$ cat src/rtl/mux_scan_avg_pkg.sv
// lock_scan_pkg: scan FSM state encoding, channel count and channel-walk helper
package lock_scan_pkg;
  localparam int NCH = 16;
  typedef enum logic [1:0] {S_IDLE, S_SETTLE, S_ACC, S_STORE} state_t;
  // Lowest set bit of mask strictly above cur, wrapping to the lowest set bit overall
  function automatic logic [3:0] next_chan(input logic [NCH-1:0] mask, input logic [3:0] cur);
    logic [3:0] lo;
    logic [3:0] hi;
    logic found;
    lo = '0;
    hi = '0;
    found = 1'b0;
    for (int i = NCH - 1; i >= 0; i--) begin
      if (mask[i]) lo = 4'(i);
      if (mask[i] && i > int'(cur)) begin
        hi = 4'(i);
        found = 1'b1;
      end
    end
    return found ? hi : lo;
  endfunction
endpackage

$ cat src/rtl/mux_scan_avg_if.sv
// mux_scan_avg_if: muxer select/sample pair plus the per-channel result strobe
interface mux_scan_avg_if #(parameter int RES = 14);
  logic [3:0]     sel;
  logic [RES-1:0] din;
  logic           res_valid;
  logic [3:0]     res_ch;
  logic [RES-1:0] res_data;
  logic           sweep_done;
  modport master (output sel, res_valid, res_ch, res_data, sweep_done, input din);
  modport slave  (input sel, res_valid, res_ch, res_data, sweep_done, output din);
endinterface

$ cat src/rtl/mux_scan_avg_regfile.sv
// scan_regfile: 16-entry result store, one write port, registered read-before-write port
module scan_regfile
  import lock_scan_pkg::*;
#(
  parameter int RES = 14
) (
  input  logic           clk,
  input  logic           rstn,
  input  logic           we_i,
  input  logic [3:0]     wa_i,
  input  logic [RES-1:0] wd_i,
  input  logic [3:0]     ra_i,
  output logic [RES-1:0] rd_o
);
  logic [RES-1:0] mem_q [NCH];
  // Read samples the pre-write contents, so a same-edge store shows up one cycle later
  always_ff @(posedge clk or negedge rstn)
    if (!rstn) begin
      for (int i = 0; i < NCH; i++) mem_q[i] <= '0;
      rd_o <= '0;
    end else begin
      rd_o <= mem_q[ra_i];
      if (we_i) mem_q[wa_i] <= wd_i;
    end
endmodule

$ cat src/rtl/mux_scan_avg.sv
// mux_scan_avg: walks masked muxer channels, settles, boxcar-averages and stores per channel
module mux_scan_avg
  import lock_scan_pkg::*;
#(
  parameter int RES      = 14,
  parameter int AVG_LOG2 = 4,
  parameter int SETTLE   = 2
) (
  input  logic               clk,
  input  logic               rstn,
  input  logic               en,
  input  logic [NCH-1:0]     chan_mask,
  input  logic [3:0]         rd_ch,
  output logic               busy,
  output logic [RES-1:0]     rd_data,
  mux_scan_avg_if.master     m
);
  localparam int ACCW = RES + AVG_LOG2;
  localparam int CW   = 11;
  state_t                  state_q, state_d;
  logic [3:0]              ch_q, ch_d, nxt, rch_q, rch_d;
  logic [NCH-1:0]          mask_q, mask_d;
  logic [CW-1:0]           cnt_q, cnt_d;
  logic signed [ACCW-1:0]  acc_q, acc_d, din_x;
  logic [RES-1:0]          rdat_q, rdat_d, res;
  logic                    rv_q, rv_d, sd_q, sd_d, we, wrap, last_settle, last_acc;
  assign din_x       = ACCW'($signed(m.din));
  assign res         = RES'(acc_q >>> AVG_LOG2);
  assign nxt         = next_chan(mask_q, ch_q);
  assign wrap        = nxt <= ch_q;
  assign last_settle = cnt_q == CW'(SETTLE - 1);
  assign last_acc    = cnt_q == CW'((1 << AVG_LOG2) - 1);
  assign busy        = state_q != S_IDLE;
  assign m.sel        = ch_q;
  assign m.res_valid  = rv_q;
  assign m.res_ch     = rch_q;
  assign m.res_data   = rdat_q;
  assign m.sweep_done = sd_q;
  // State, channel, counters, accumulator and result strobe registers
  always_ff @(posedge clk or negedge rstn)
    if (!rstn) begin
      state_q <= S_IDLE;
      ch_q    <= '0;
      mask_q  <= '0;
      cnt_q   <= '0;
      acc_q   <= '0;
      rv_q    <= 1'b0;
      rch_q   <= '0;
      rdat_q  <= '0;
      sd_q    <= 1'b0;
    end else begin
      state_q <= state_d;
      ch_q    <= ch_d;
      mask_q  <= mask_d;
      cnt_q   <= cnt_d;
      acc_q   <= acc_d;
      rv_q    <= rv_d;
      rch_q   <= rch_d;
      rdat_q  <= rdat_d;
      sd_q    <= sd_d;
    end
  // Next-state: settle discards samples, acc sums them, store writes and advances the channel
  always_comb begin
    state_d = state_q;
    ch_d    = ch_q;
    mask_d  = mask_q;
    cnt_d   = cnt_q;
    acc_d   = acc_q;
    rv_d    = 1'b0;
    sd_d    = 1'b0;
    rch_d   = rch_q;
    rdat_d  = rdat_q;
    we      = 1'b0;
    if (!en) begin
      state_d = S_IDLE;
      acc_d   = '0;
      cnt_d   = '0;
    end else begin
      case (state_q)
        S_IDLE: if (chan_mask != '0) begin
          state_d = S_SETTLE;
          mask_d  = chan_mask;
          ch_d    = next_chan(chan_mask, 4'hF);
          cnt_d   = '0;
          acc_d   = '0;
        end
        S_SETTLE: begin
          acc_d   = '0;
          cnt_d   = last_settle ? '0 : cnt_q + 1'b1;
          state_d = last_settle ? S_ACC : S_SETTLE;
        end
        S_ACC: begin
          acc_d   = acc_q + din_x;
          cnt_d   = last_acc ? '0 : cnt_q + 1'b1;
          state_d = last_acc ? S_STORE : S_ACC;
        end
        default: begin
          we      = 1'b1;
          rv_d    = 1'b1;
          rch_d   = ch_q;
          rdat_d  = res;
          sd_d    = wrap;
          cnt_d   = '0;
          mask_d  = wrap ? chan_mask : mask_q;
          ch_d    = !wrap ? nxt : (chan_mask != '0) ? next_chan(chan_mask, 4'hF) : ch_q;
          state_d = (wrap && chan_mask == '0) ? S_IDLE : S_SETTLE;
        end
      endcase
    end
  end
  scan_regfile #(.RES(RES)) u_rf (
    .clk  (clk),
    .rstn (rstn),
    .we_i (we),
    .wa_i (ch_q),
    .wd_i (res),
    .ra_i (rd_ch),
    .rd_o (rd_data)
  );
endmodule

$ cat src/flat_wrapper.sv
// flat-port wrapper written by rule: the top's interface ports become plain ports
module mux_scan_avg_flat import lock_scan_pkg::*;
#(
  parameter int RES      = 14,
  parameter int AVG_LOG2 = 4,
  parameter int SETTLE   = 2
)
  (clk, rstn, en, chan_mask, rd_ch, busy, rd_data, m_sel, m_res_valid, m_res_ch, m_res_data, m_sweep_done, m_din);
  mux_scan_avg_if #(.RES(RES)) m_i ();
  input  logic clk;
  input  logic rstn;
  input  logic en;
  input  logic [NCH-1:0] chan_mask;
  input  logic [3:0] rd_ch;
  output logic busy;
  output logic [RES-1:0] rd_data;
  output wire logic [$bits(m_i.sel)-1:0] m_sel;
  output wire logic [$bits(m_i.res_valid)-1:0] m_res_valid;
  output wire logic [$bits(m_i.res_ch)-1:0] m_res_ch;
  output wire logic [$bits(m_i.res_data)-1:0] m_res_data;
  output wire logic [$bits(m_i.sweep_done)-1:0] m_sweep_done;
  input wire logic [$bits(m_i.din)-1:0] m_din;
  assign m_sel = m_i.sel;
  assign m_res_valid = m_i.res_valid;
  assign m_res_ch = m_i.res_ch;
  assign m_res_data = m_i.res_data;
  assign m_sweep_done = m_i.sweep_done;
  assign m_i.din = m_din;
  mux_scan_avg #(.RES(RES), .AVG_LOG2(AVG_LOG2), .SETTLE(SETTLE)) u_core (.clk(clk), .rstn(rstn), .en(en), .chan_mask(chan_mask), .rd_ch(rd_ch), .busy(busy), .rd_data(rd_data), .m(m_i));
endmodule
$ cat config.mk
export PLATFORM = sky130hd
export DESIGN_NAME = mux_scan_avg_flat
export DESIGN_NICKNAME = d
export VERILOG_FILES = /design/src/rtl/mux_scan_avg_pkg.sv /design/src/rtl/mux_scan_avg_if.sv /design/src/rtl/mux_scan_avg_regfile.sv /design/src/rtl/mux_scan_avg.sv /design/src/flat_wrapper.sv
export SDC_FILE = /design/constraint.sdc
export NUM_CORES = 1
export LEC_CHECK = 0
export ABC_CLOCK_PERIOD_IN_PS = 4500
export BUFFER_PORTS_ARGS = -buffer_cell sky130_fd_sc_hd__buf_2
export CAP_MARGIN = 20
export CORE_UTILIZATION = 45
export CTS_BUF_LIST = sky130_fd_sc_hd__clkbuf_4 sky130_fd_sc_hd__clkbuf_8 sky130_fd_sc_hd__clkbuf_16
export CTS_CLUSTER_SIZE = 40
export DETAILED_ROUTE_END_ITERATION = 6
export PLACE_DENSITY = 0.66
export SLEW_MARGIN = 5
export SYNTH_ARGS = -nofsm -noshare
export SYNTH_HDL_FRONTEND = slang
export SYNTH_SLANG_ARGS = --single-unit
$ cat constraint.sdc
create_clock -name clk -period 4.5 [get_ports clk]
set_clock_uncertainty 0.1 [all_clocks]
set_input_delay 0.225 -clock clk [delete_from_list [all_inputs] [get_ports clk]]
set_output_delay 0.225 -clock clk [all_outputs]
set_load 0.02 [all_outputs]
=== Word-level counts from Yosys, hierarchy flattened ===
Index checks and enable logic that the tools add are counted.

* Bits in registers: 309
* Memories: 0
* Bits in latches: 0
* Output and inout bits: 39
* Logic and storage cells: 179
* Bits in read-only memories: 0
* RAM bits: 0
* Input port bits: 37

* Muxes and demuxes: 93
* Bitwise operators: 4
* Reductions and logical operators: 28
* Shift operators: 0
* Div/mod/pow operators: 0
* Add/sub/neg operators: 2
* $lt $le $gt $ge: 19
* Eq/ne operators: 7
* $mul: 0

{| class="wikitable"
|+ Operators by type and width
! kind !! number
|-
| bitwise mux 224 bit || 1
|-
| 2-to-1 mux 4 bit || 50
|-
| binary-select mux 14 bit (select 4 bit) || 1
|-
| demux 14 bit (select 4 bit) || 1
|-
| case mux 18 bit (3 select lines) || 1
|-
| 2-to-1 mux 11 bit || 4
|-
| 2-to-1 mux 14 bit || 3
|-
| 2-to-1 mux 18 bit || 2
|-
| case mux 11 bit (3 select lines) || 1
|-
| > comparator 4 bit (first input constant) || 8
|-
| 2-to-1 mux 16 bit || 2
|-
| case mux 16 bit (2 select lines) || 1
|-
| 2-to-1 mux 1 bit || 21
|-
| adder 18 x 14 -> 18 bit || 1
|-
| logical AND 1 bit || 17
|-
| > comparator 3 x 4 -> 1 bit (first input constant) || 4
|-
| zero test 16 bit || 1
|-
| nonzero test 16 bit || 1
|-
| adder 11 x 1 -> 11 bit (second input constant) || 1
|-
| == test 11 x 1 -> 1 bit (second input constant) || 1
|-
| == test 11 x 4 -> 1 bit (second input constant) || 1
|-
| greater-or-equal comparator 5 bit (second input constant) || 2
|-
| inverter 4 -> 5 bit || 2
|-
| > comparator 2 x 4 -> 1 bit (first input constant) || 2
|-
| other kinds (18) || 24
|}

=== Depth between registers and ports, before layout ===
Gate-level depths: netlist of run 1.

* Depth after elaboration: 23
* Gate-level depth with buffers: 18
* Gate-level depth less buffers: 16

=== Hierarchy ===
Synthesis of run 1 repeated with hierarchy kept, for this count alone.

* Cell total of the unflattened synthesis: 1,129
* Area, all modules: 15,004.4 um^2

{| class="wikitable"
|+ Modules (own cells, without submodules)
! module !! instances !! area each (um^2) !! seq. area each (um^2) !! cells each
|-
| scan_regfile || 1 || 10,386.2 || 5,955.7 || 637
|-
| mux_scan_avg || 1 || 4,618.2 || 1,776.7 || 492
|}

=== Least setup slack after synthesis of run 1 ===
Ideal clock, no wire load.

* Path kind: flip-flop to flip-flop
* Start: register u_core.ch_q[3], in the netlist u_core.m.sel[3]
* End: register u_core.mask_q[0]
* Cell stages (with the launch flop): 18
* Data arrival time: 3.516 ns
* Library setup time: 0.125 ns
* Slack: 0.759 ns
* Path buffers: 2
* Period minus slack after synthesis: 3.741 ns
* Required time: 4.275 ns
* Cells stage by stage: dfrtp_1 -> buf_2 -> nand3_2 -> o22a_1 -> nor2b_2 -> or3b_4 -> nor2_4 -> a221o_2 -> nand2_1 -> ha_1 -> nor2b_1 -> o21a_1 -> o21a_1 -> o21ai_2 -> nor2_2 -> or3_1 -> buf_4 -> mux2_4

* Longest elaborated chain between the ends: 21
* Elaborated cells on any way between the ends: 64
* Those cells by class: 16 x order compare; 31 x mux; 17 x reduce/logical

{| class="wikitable"
|+ RTL lines
! element !! RTL line !! source
|-
| from (decl) || mux_scan_avg.sv:21 || <nowiki>logic [3:0] ch_q, ch_d, nxt, rch_q, rch_d;</nowiki>
|-
| from (signal assigned) || mux_scan_avg.sv:53 || <nowiki>ch_q <= ch_d;</nowiki>
|-
| > comparator 4 bit || mux_scan_avg_pkg.sv:15 || <nowiki>if (mask[i] && i > int'(cur)) begin</nowiki>
|-
| logical AND 1 bit || mux_scan_avg_pkg.sv:15 ||
|-
| 2-to-1 mux 4 bit / 2-to-1 mux 1 bit (equally long branches) (15 in a row) || mux_scan_avg_pkg.sv:15 ||
|-
| 2-to-1 mux 4 bit || mux_scan_avg_pkg.sv:20 || <nowiki>return found ? hi : lo;</nowiki>
|-
| <= comparator 4 bit * || mux_scan_avg.sv:30 || <nowiki>assign wrap = nxt <= ch_q;</nowiki>
|-
| nonzero test 2 bit (no source line) * || n/a ||
|-
| AND reduction 4 bit (no source line) * || n/a ||
|-
| to (signal assigned) || mux_scan_avg.sv:54 || <nowiki>mask_q <= mask_d;</nowiki>
|-
| to (decl) || mux_scan_avg.sv:22 || <nowiki>logic [NCH-1:0] mask_q, mask_d;</nowiki>
|}

Every way passes the cells marked *; elsewhere a longest branch is shown, timed or not.
A chain may end at the register's enable or synchronous reset.

=== Worst setup path in the final report of run 1 ===
* Start: register u_core.ch_q[0], in the netlist u_core.m.sel[0]
* End: register u_core.mask_q[13]

The elaborated chain is that of the path after synthesis.

==> results.json, run 1 <==
{
  "synth_edf_count": 0,
  "cts-root-buf": "clkbuf_16",
  "cts_sinks": 309,
  "timing.final.hold_violations": 0,
  "layout_common_cells": "309 x dfrtp_1, 224 x mux2_2, 92 x nand2_1",
  "path_max_fanout": 20,
  "worstHoldPathType": "in2reg",
  "p_per_area_nw_per_um2": 417.0,
  "gp_congestion": 0.8732,
  "rr_worst_depth": 17,
  "layout.nets": 1283,
  "fin_crit_ps": 3985,
  "ys_warn_count": 0,
  "grt_overflow": 0,
  "port_buffers": 75,
  "grt_use_total": 0.2093,
  "h-tree-depth": 2,
  "finalInstanceArea_um2": 17290,
  "period_share": 0.8856,
  "synthArstFlopShare": 1.000,
  "cts_tree": "yes",
  "syn_nets": 1191,
  "seq_area_frac_synth": 0.5152,
  "cap_violations": 0,
  "startpoint_type": "register",
  "post-cts-setup-buffers": 0,
  "worst_slew_margin_rel": 0.3117,
  "min_from": "m_din[1]",
  "rsz0062_at_grt": "no",
  "routed_wl_um": 33720,
  "syn-cell-area_um2": 15010,
  "worst_slew_pin_slew_ps": 1032,
  "grt_pass1_vias": 9947,
  "max_freq_mhz": 250.9,
  "setup_viol": 0,
  "critPathRequiredTime_ps": 4780,
  "synth.avg_cell_area_um2": 13.34,
  "placed_cell_area_um2": 15870,
  "vias": 9571,
  "rr_endpoint": "u_core.mask_q[13]",
  "r2r-start": "u_core.m.sel[0]",
  "register_area_um2": 7732,
  "total_power_mw": 7.208,
  "whs_endpoint": "u_core.acc_q[1]",
  "hold_depth": 3,
  "critical_path_arrival_ps": 4270,
  "path_class": "reg2reg",
  "dieWidth_um": 184.6,
  "critPathCaptureType": "register",
  "die_area_um2": 34090,
  "area_growth_pct": 15.17,
  "clkTransAtPathRegs_ps": 60,
  "dr.pass1.iters": 4,
  "drv_slew": 0,
  "core_area_um2": 32700,
  "crit_path_start": "u_core.m.sel[0]",
  "multi_input_area_um2": 6899,
  "tns_ps": 0,
  "cts-resized-gates": 0,
  "grt_pass1_wl_um": 55120,
  "initial_core_util": 0.4589,
  "peakVddDrop_mv": 0.2482,
  "yosysTopAreaCellShare": 0.5152,
  "via_per_inst": 5.680,
  "grt_max_degree": 133,
  "ff2ff_setup_slack_ps": 510,
  "ys.flop_type": "dfrtp_1",
  "power.static_leakage_nw": 8.356,
  "yosys.area.top_type": "dfrtp_1",
  "yosysUniqueCellTypes": 74,
  "drc": 0,
  "drtIter0Drc": 675,
  "die_h_um": 184.6,
  "status": "finished, final reports clean",
  "nFillCells": 2788,
  "wl_per_cell_um": 20.01,
  "num_rows": 66,
  "synthTopCellsByArea": "dfrtp_1 52%, mux2_2 17%, mux4_2 11%",
  "drive_above_1_share": 0.3913,
  "clockBufferDepth": 3,
  "hpwlAfterDp_um": 21590,
  "final_common_cell": "dfrtp_1",
  "pin_count": 76,
  "syn_inst": 1125,
  "ys_seq_elements": 309,
  "insertion_delay_ps": 520,
  "drtAntennaViolNets": 0,
  "antenna_found_initial": 1,
  "cts_made_buffers": 34
}
-- worst max-delay path, stage by stage, from the launching register on --
cell     delay (ps)
dfrtp_1         470
buf_4           260
nor2b_1          80
o21ai_1         200
a31oi_1         130
or2_2           340
nor2_4          120
a221o_2         130
nand2_1          60
ha_1            280
nor2b_1         140
o21a_1          170
o21a_1          170
o21ai_2         200
nor2_2          100
or3_1           350
buf_4           230
mux2_1          340
-- layer usage --
layer / routed length [µm] / global-route usage / vias to the layer above / part of all wire
li1: - / - / 4343 / -
met1: 15420 / 0.2948 / 4953 / 0.46
met2: 16140 / 0.3377 / 222 / 0.48
met3: 1544 / 0.03320 / 53 / 0.046
met4: 612 / 0.05421 / 0 / 0.018
met5: 0 / 0 / - / 0
-- flip-flops by register name, summed over array words and instances (netlist names) --
signal,flops
u_core.u_rf.mem_q,224
u_core.u_rf.rd_o,14
u_core.acc_q,18
u_core.cnt_q,11
u_core.state_q,2
u_core.m.res_ch,4
u_core.m.res_valid,1
u_core.m.sweep_done,1
u_core.m.sel,4
u_core.m.res_data,14
u_core.mask_q,16
-- kinds of logic after synthesis --
kind of cell	Yosys count	synth area share
DFF	309	0.5152
muxes	307	0.2853
and+or+nand+nor	218	0.07011
AOI/OAI and AO/OA	159	0.06961
buffers and inverters	87	0.02568
adders and majority gates	30	0.02534
xor gates and xnor gates	15	0.008754
-- timing repair --
action | CTS | global route
hold buffers | 19 | 0
endpoints found under the hold margin | 150 | 0
setup endpoints to repair | 0 | 0
-- worst max path at each step --
stage,slack (ps),endpoint
2_1_floorplan,760,u_core.mask_q[0]
3_5_place_dp,560,u_core.mask_q[13]
3_3_place_gp,630,u_core.mask_q[13]
4_1_cts,530,u_core.mask_q[13]
5_1_grt,260,u_core.mask_q[13]
6_report,510,u_core.mask_q[13]
-- cell usage after synthesis (all sizes together) (3+ instances only) --
cell type and instances:
o31ai 10, buf 32, or3 3, mux4 70, nand2b 8, a21oi 35, nand3 18, nand2 92
a22o 14, or2 3, a211oi 7, nor2 48, xor2 3, inv 22, clkbuf 32, a21o 7
dfrtp 309, nor4 8, o21a 4, nor3 9, o21bai 4, a32o 3, mux2 236, and2 3
o22ai 5, a221oi 3, ha 28, a31oi 4, xnor2 12, nor2b 10, o21ai 44, and3 7
-- area by class of cell --
cell class | count | share of cell area
repair buffers | 120 | 0.04560
clock buffers | 46 | 0.05870
well taps | 442 | 0.03199
inverters | 23 | 0.004995
flip-flops and latches | 309 | 0.4473
diodes | 1 | 0.0001448
clock inverters | 15 | 0.01209
multi-input cells | 729 | 0.3991
-- power by group --
part           total (mW)  leakage [nW]  internal (mW)  switching [mW]
clock network        2.96         0.600           1.82            1.14
logic                1.18          3.48          0.496           0.688
registers            3.06          4.28           2.88           0.188
-- metrics by stage --
stage | setup WS (ps) | hold WS, ps | cells | util
after detailed placement | 564.1 | 307.9 | 1604 | 0.4853
after floorplan | 759.0 | -170.6 | 1125 | -
after CTS | 531.5 | 33.55 | 1684 | 0.5285
after global routing | 260.7 | 59.54 | 1685 | 0.5286
after global placement | 633.8 | 308.2 | 1604 | 0.4853
final | 514.9 | 55.33 | 1685 | 0.5286
Power figures use the tool's default switching activity.
==> run 2: changes to the inputs <==
==> constraint.sdc (replaced) <==
create_clock -name clk -period 4.5 [get_ports clk]
set_clock_uncertainty 0.1 [all_clocks]
set_input_delay 0.675 -clock clk [delete_from_list [all_inputs] [get_ports clk]]
set_output_delay 0.675 -clock clk [all_outputs]
set_load 0.02 [all_outputs]
==> results.json, run 2 (synthesis results as in run 1) <==
{
  "p_per_area_nw_per_um2": 406.3,
  "cts_tree": "yes",
  "vias": 9498,
  "final_util": 0.5195,
  "pre_cts_slack_ps": 569.1,
  "num_rows": 66,
  "grt_overflow": 0,
  "nFillCells": 2842,
  "initial_core_util": 0.4589,
  "finalInstanceArea_um2": 16990,
  "worst_slew_margin_rel": 0.2723,
  "drive_above_1_share": 0.3989,
  "reg_top3": "u_core.u_rf.mem_q (224), u_core.acc_q (18), u_core.mask_q (16)",
  "register_area_um2": 7732,
  "top_register": "u_core.u_rf.mem_q",
  "area_growth_pct": 13.20,
  "worst_slack_ps": 499.2,
  "port_buffers": 75,
  "cts-resized-gates": 0,
  "antenna_found_initial": 1,
  "holdBufCountCts": 0,
  "worst_slew_pin_slew_ps": 1088,
  "period_share": 0.8891,
  "post-cts-setup-buffers": 0,
  "gp_congestion": 0.9177,
  "hpwlAfterDp_um": 21810,
  "clkTransAtPathRegs_ps": 60,
  "status": "finished, final reports clean",
  "drtIter0Drc": 578,
  "dr.pass1.iters": 4,
  "critical_path_arrival_ps": 4290,
  "final_common_cell": "dfrtp_1",
  "wl_per_cell_um": 20.02,
  "total_power_mw": 6.903,
  "drc": 0,
  "insertion_delay_ps": 510,
  "timing.final.hold_violations": 0,
  "core_area_um2": 32700,
  "multi_input_area_um2": 6899,
  "power.static_leakage_nw": 8.229,
  "dp_cells": 1607,
  "critPathCaptureType": "register",
  "placed_cell_area_um2": 15900,
  "grt_max_degree": 119,
  "dieWidth_um": 184.6,
  "die_h_um": 184.6,
  "max_freq_mhz": 250.0,
  "rsz0062_at_grt": "no",
  "drv_slew": 0,
  "peakVddDrop_mv": 0.2274,
  "path_max_fanout": 20,
  "startpoint_type": "register",
  "grt_pass1_wl_um": 54480,
  "die_area_um2": 34090,
  "critPathRequiredTime_ps": 4790,
  "grt_use_total": 0.2061,
  "drtAntennaViolNets": 0,
  "cts_sinks": 309,
  "pin_count": 76,
  "tns_ps": 0,
  "h-tree-depth": 2,
  "routed_wl_um": 33410,
  "cap_violations": 0,
  "grt_pass1_vias": 9823,
  "setup_viol": 0,
  "via_per_inst": 5.691,
  "path_class": "reg2reg",
  "finalHoldWorstSlack_ps": 61.63,
  "layout_common_cells": "309 x dfrtp_1, 224 x mux2_2, 92 x nand2_1",
  "clockBufferDepth": 3,
  "layout.nets": 1267,
  "largest_register_ffs": 224,
  "cts-root-buf": "clkbuf_16",
  "fin_cells": 1669,
  "fin_crit_ps": 4001,
  "cts_made_buffers": 34,
  "worstHoldPathType": "in2async"
}
run 2: changes by cell type in the layout (fill, tap and decap cells not counted), sizes merged:
cell / previous run / this run
buf: 101 / 104
inv: 23 / 24
bufinv: 4 / 0
clkinv: 8 / 10
dlygate4sd3: 19 / 0
clkinvlp: 3 / 5
clkbuf: 46 / 45
run 2: final timing paths:
check / start / slack [ps] / to / cells after the start
worst max-delay path: u_core.m.sel[1] / 500 / u_core.mask_q[13] / 16
worst min-delay path: rstn / 60 / u_core.cnt_q[7] / 1
worst max register to register: u_core.m.sel[1] / 500 / u_core.mask_q[13] / 16
worst min register to register: u_core.m.res_data[11] / 360 / u_core.m.res_data[11] / 2
max in group asynchronous: rstn / 3210 / u_core.u_rf.mem_q[128] / 2
min in group clk: chan_mask[15] / 320 / u_core.mask_q[15] / 2
run 2: power by group:
part	switching (mW)	leakage, nW	internal, mW	total [mW]
registers	0.193	4.28	2.88	3.07
clock network	1.14	0.533	1.53	2.67
logic	0.676	3.42	0.488	1.16
run 2: routing by layer:
metal / global-route usage / wire [µm] / part of all wire
met4: 0.05818 / 745 / 0.022
met2: 0.3282 / 15690 / 0.47
met3: 0.03991 / 1749 / 0.052
met1: 0.2875 / 15230 / 0.46
met5: 0 / 0 / 0
run 2: cell type report:
type	instances	area share
Sequential cell	309	0.4551
Multi-Input combinational cell	729	0.4061
Clock buffer	45	0.05715
Timing Repair Buffer	104	0.03727
Tap cell	442	0.03255
Clock inverter	16	0.006555
Inverter	23	0.005082
Antenna cell	1	0.0001473
run 2: worst max-delay path: stages, from the launching register on:
cell and delay, ps:
dfrtp_1 530, nor2_1 160, a21oi_1 210, nor2b_2 180, or3b_4 410, nor2_4 140
a221o_2 130, nand2_1 50, ha_1 280, nor2b_1 130, o21a_1 160, o21a_1 170
o21ai_2 190, nor2_2 100, or3_1 350, buf_4 230, mux2_1 330
==> run 3: changes to the inputs <==
ABC_CLOCK_PERIOD_IN_PS = 5000   (was 4500)
clock period = 5 ns   (was 4.5 ns; I/O delays follow)
==> results.json, run 3 (synthesis results as in run 1) <==
{
  "status": "finished, final reports clean",
  "post-cts-setup-buffers": 0,
  "worst_slack_ps": 468.5,
  "dieWidth_um": 184.6,
  "grt_use_total": 0.2051,
  "initial_core_util": 0.4589,
  "num_rows": 66,
  "cts_tree": "yes",
  "die_area_um2": 34090,
  "pre_cts_slack_ps": 530.1,
  "drv_slew": 0,
  "startpoint_type": "register",
  "drtIter0Drc": 631,
  "nFillCells": 2813,
  "period_share": 0.9063,
  "timing.final.hold_violations": 0,
  "rr_worst_depth": 14,
  "critPathCaptureType": "register",
  "worst_slew_margin_rel": 0.3130,
  "insertion_delay_ps": 530,
  "gp_congestion": 0.8843,
  "holdBufCountCts": 0,
  "port_buffers": 75,
  "routed_wl_um": 33040,
  "tns_ps": 0,
  "final_common_cell": "dfrtp_1",
  "pin_count": 76,
  "clockBufferDepth": 3,
  "finalHoldWorstSlack_ps": 190.3,
  "rr_endpoint": "u_core.mask_q[15]",
  "grt_max_degree": 116,
  "core_area_um2": 32700,
  "clkTransAtPathRegs_ps": 60,
  "multi_input_area_um2": 6899,
  "largest_register_ffs": 224,
  "setup_viol": 0,
  "worst_slew_pin_slew_ps": 1028,
  "layout.nets": 1261,
  "finalInstanceArea_um2": 17060,
  "drive_above_1_share": 0.3964,
  "placed_cell_area_um2": 15850,
  "grt_overflow": 0,
  "grt_pass1_wl_um": 54070,
  "rsz0062_at_grt": "no",
  "critPathRequiredTime_ps": 5310,
  "register_area_um2": 7732,
  "r2r-start": "u_core.m.sel[3]",
  "cap_violations": 0,
  "dr.pass1.iters": 5,
  "final_util": 0.5218,
  "hpwlAfterDp_um": 21210,
  "top_register": "u_core.u_rf.mem_q",
  "dp_cells": 1600,
  "p_per_area_nw_per_um2": 376.4,
  "layout_common_cells": "309 x dfrtp_1, 224 x mux2_2, 92 x nand2_1",
  "fin_cells": 1664,
  "ff2ff_setup_slack_ps": 470,
  "drc": 0,
  "cts_sinks": 309,
  "vias": 9442,
  "reg_top3": "u_core.u_rf.mem_q (224), u_core.acc_q (18), u_core.mask_q (16)",
  "grt_pass1_vias": 9814,
  "die_h_um": 184.6,
  "h-tree-depth": 2,
  "worstHoldPathType": "in2async",
  "drtAntennaViolNets": 0,
  "fin_crit_ps": 4531,
  "cts_made_buffers": 35,
  "antenna_found_initial": 1,
  "path_max_fanout": 20,
  "via_per_inst": 5.674,
  "path_class": "reg2reg",
  "critical_path_arrival_ps": 4840,
  "max_freq_mhz": 220.7,
  "cts-resized-gates": 0,
  "wl_per_cell_um": 19.85,
  "peakVddDrop_mv": 0.2402,
  "area_growth_pct": 13.70,
  "cts-root-buf": "clkbuf_16",
  "total_power_mw": 6.424,
  "power.static_leakage_nw": 8.265
}
-- run 3: worst max-delay path, cell delays in order (launching register included) --
cell	delay, ps
dfrtp_1	740
inv_1	340
o22a_1	260
or3b_4	420
nor2_4	130
a221o_2	130
nand2_1	60
ha_1	280
nor2b_1	140
o21a_1	160
o21a_1	170
o21ai_2	190
nor2_2	90
or3_1	740
mux2_1	450
-- run 3: metal layers --
metal,part of all wire,global-route usage
met5,0,0
met4,0.019,0.05124
met3,0.043,0.03082
met2,0.48,0.3378
met1,0.46,0.2845
-- run 3: report_power, final --
part           internal [mW]  leakage [nW]  switching, mW
combinational          0.427          3.39          0.569
sequential              2.59          4.28          0.197
clock                   1.59         0.602           1.05
total                   4.61          8.26           1.82
-- run 3: worst max-delay path by stage --
| stage | cells after the start | startpoint | endpoint |
|---|---|---|---|
| finish | 14 | u_core.m.sel[3] | u_core.mask_q[15] |
| CTS | 14 | u_core.m.sel[3] | u_core.mask_q[15] |
| detailed placement | 14 | u_core.m.sel[3] | u_core.mask_q[15] |
| floorplan | 17 | u_core.m.sel[3] | u_core.mask_q[0] |
| global placement | 14 | u_core.m.sel[3] | u_core.mask_q[15] |
| global route | 15 | u_core.m.sel[3] | u_core.mask_q[13] |
-- run 3: final cells by class --
type,instances,share of cell area
antenna,1,0.0001466
clock inverter,15,0.01166
tap,442,0.03241
clock buffer,48,0.05925
inverter,23,0.005059
multi-input combinational,729,0.4043
timing repair buffer,97,0.03402
sequential,309,0.4531
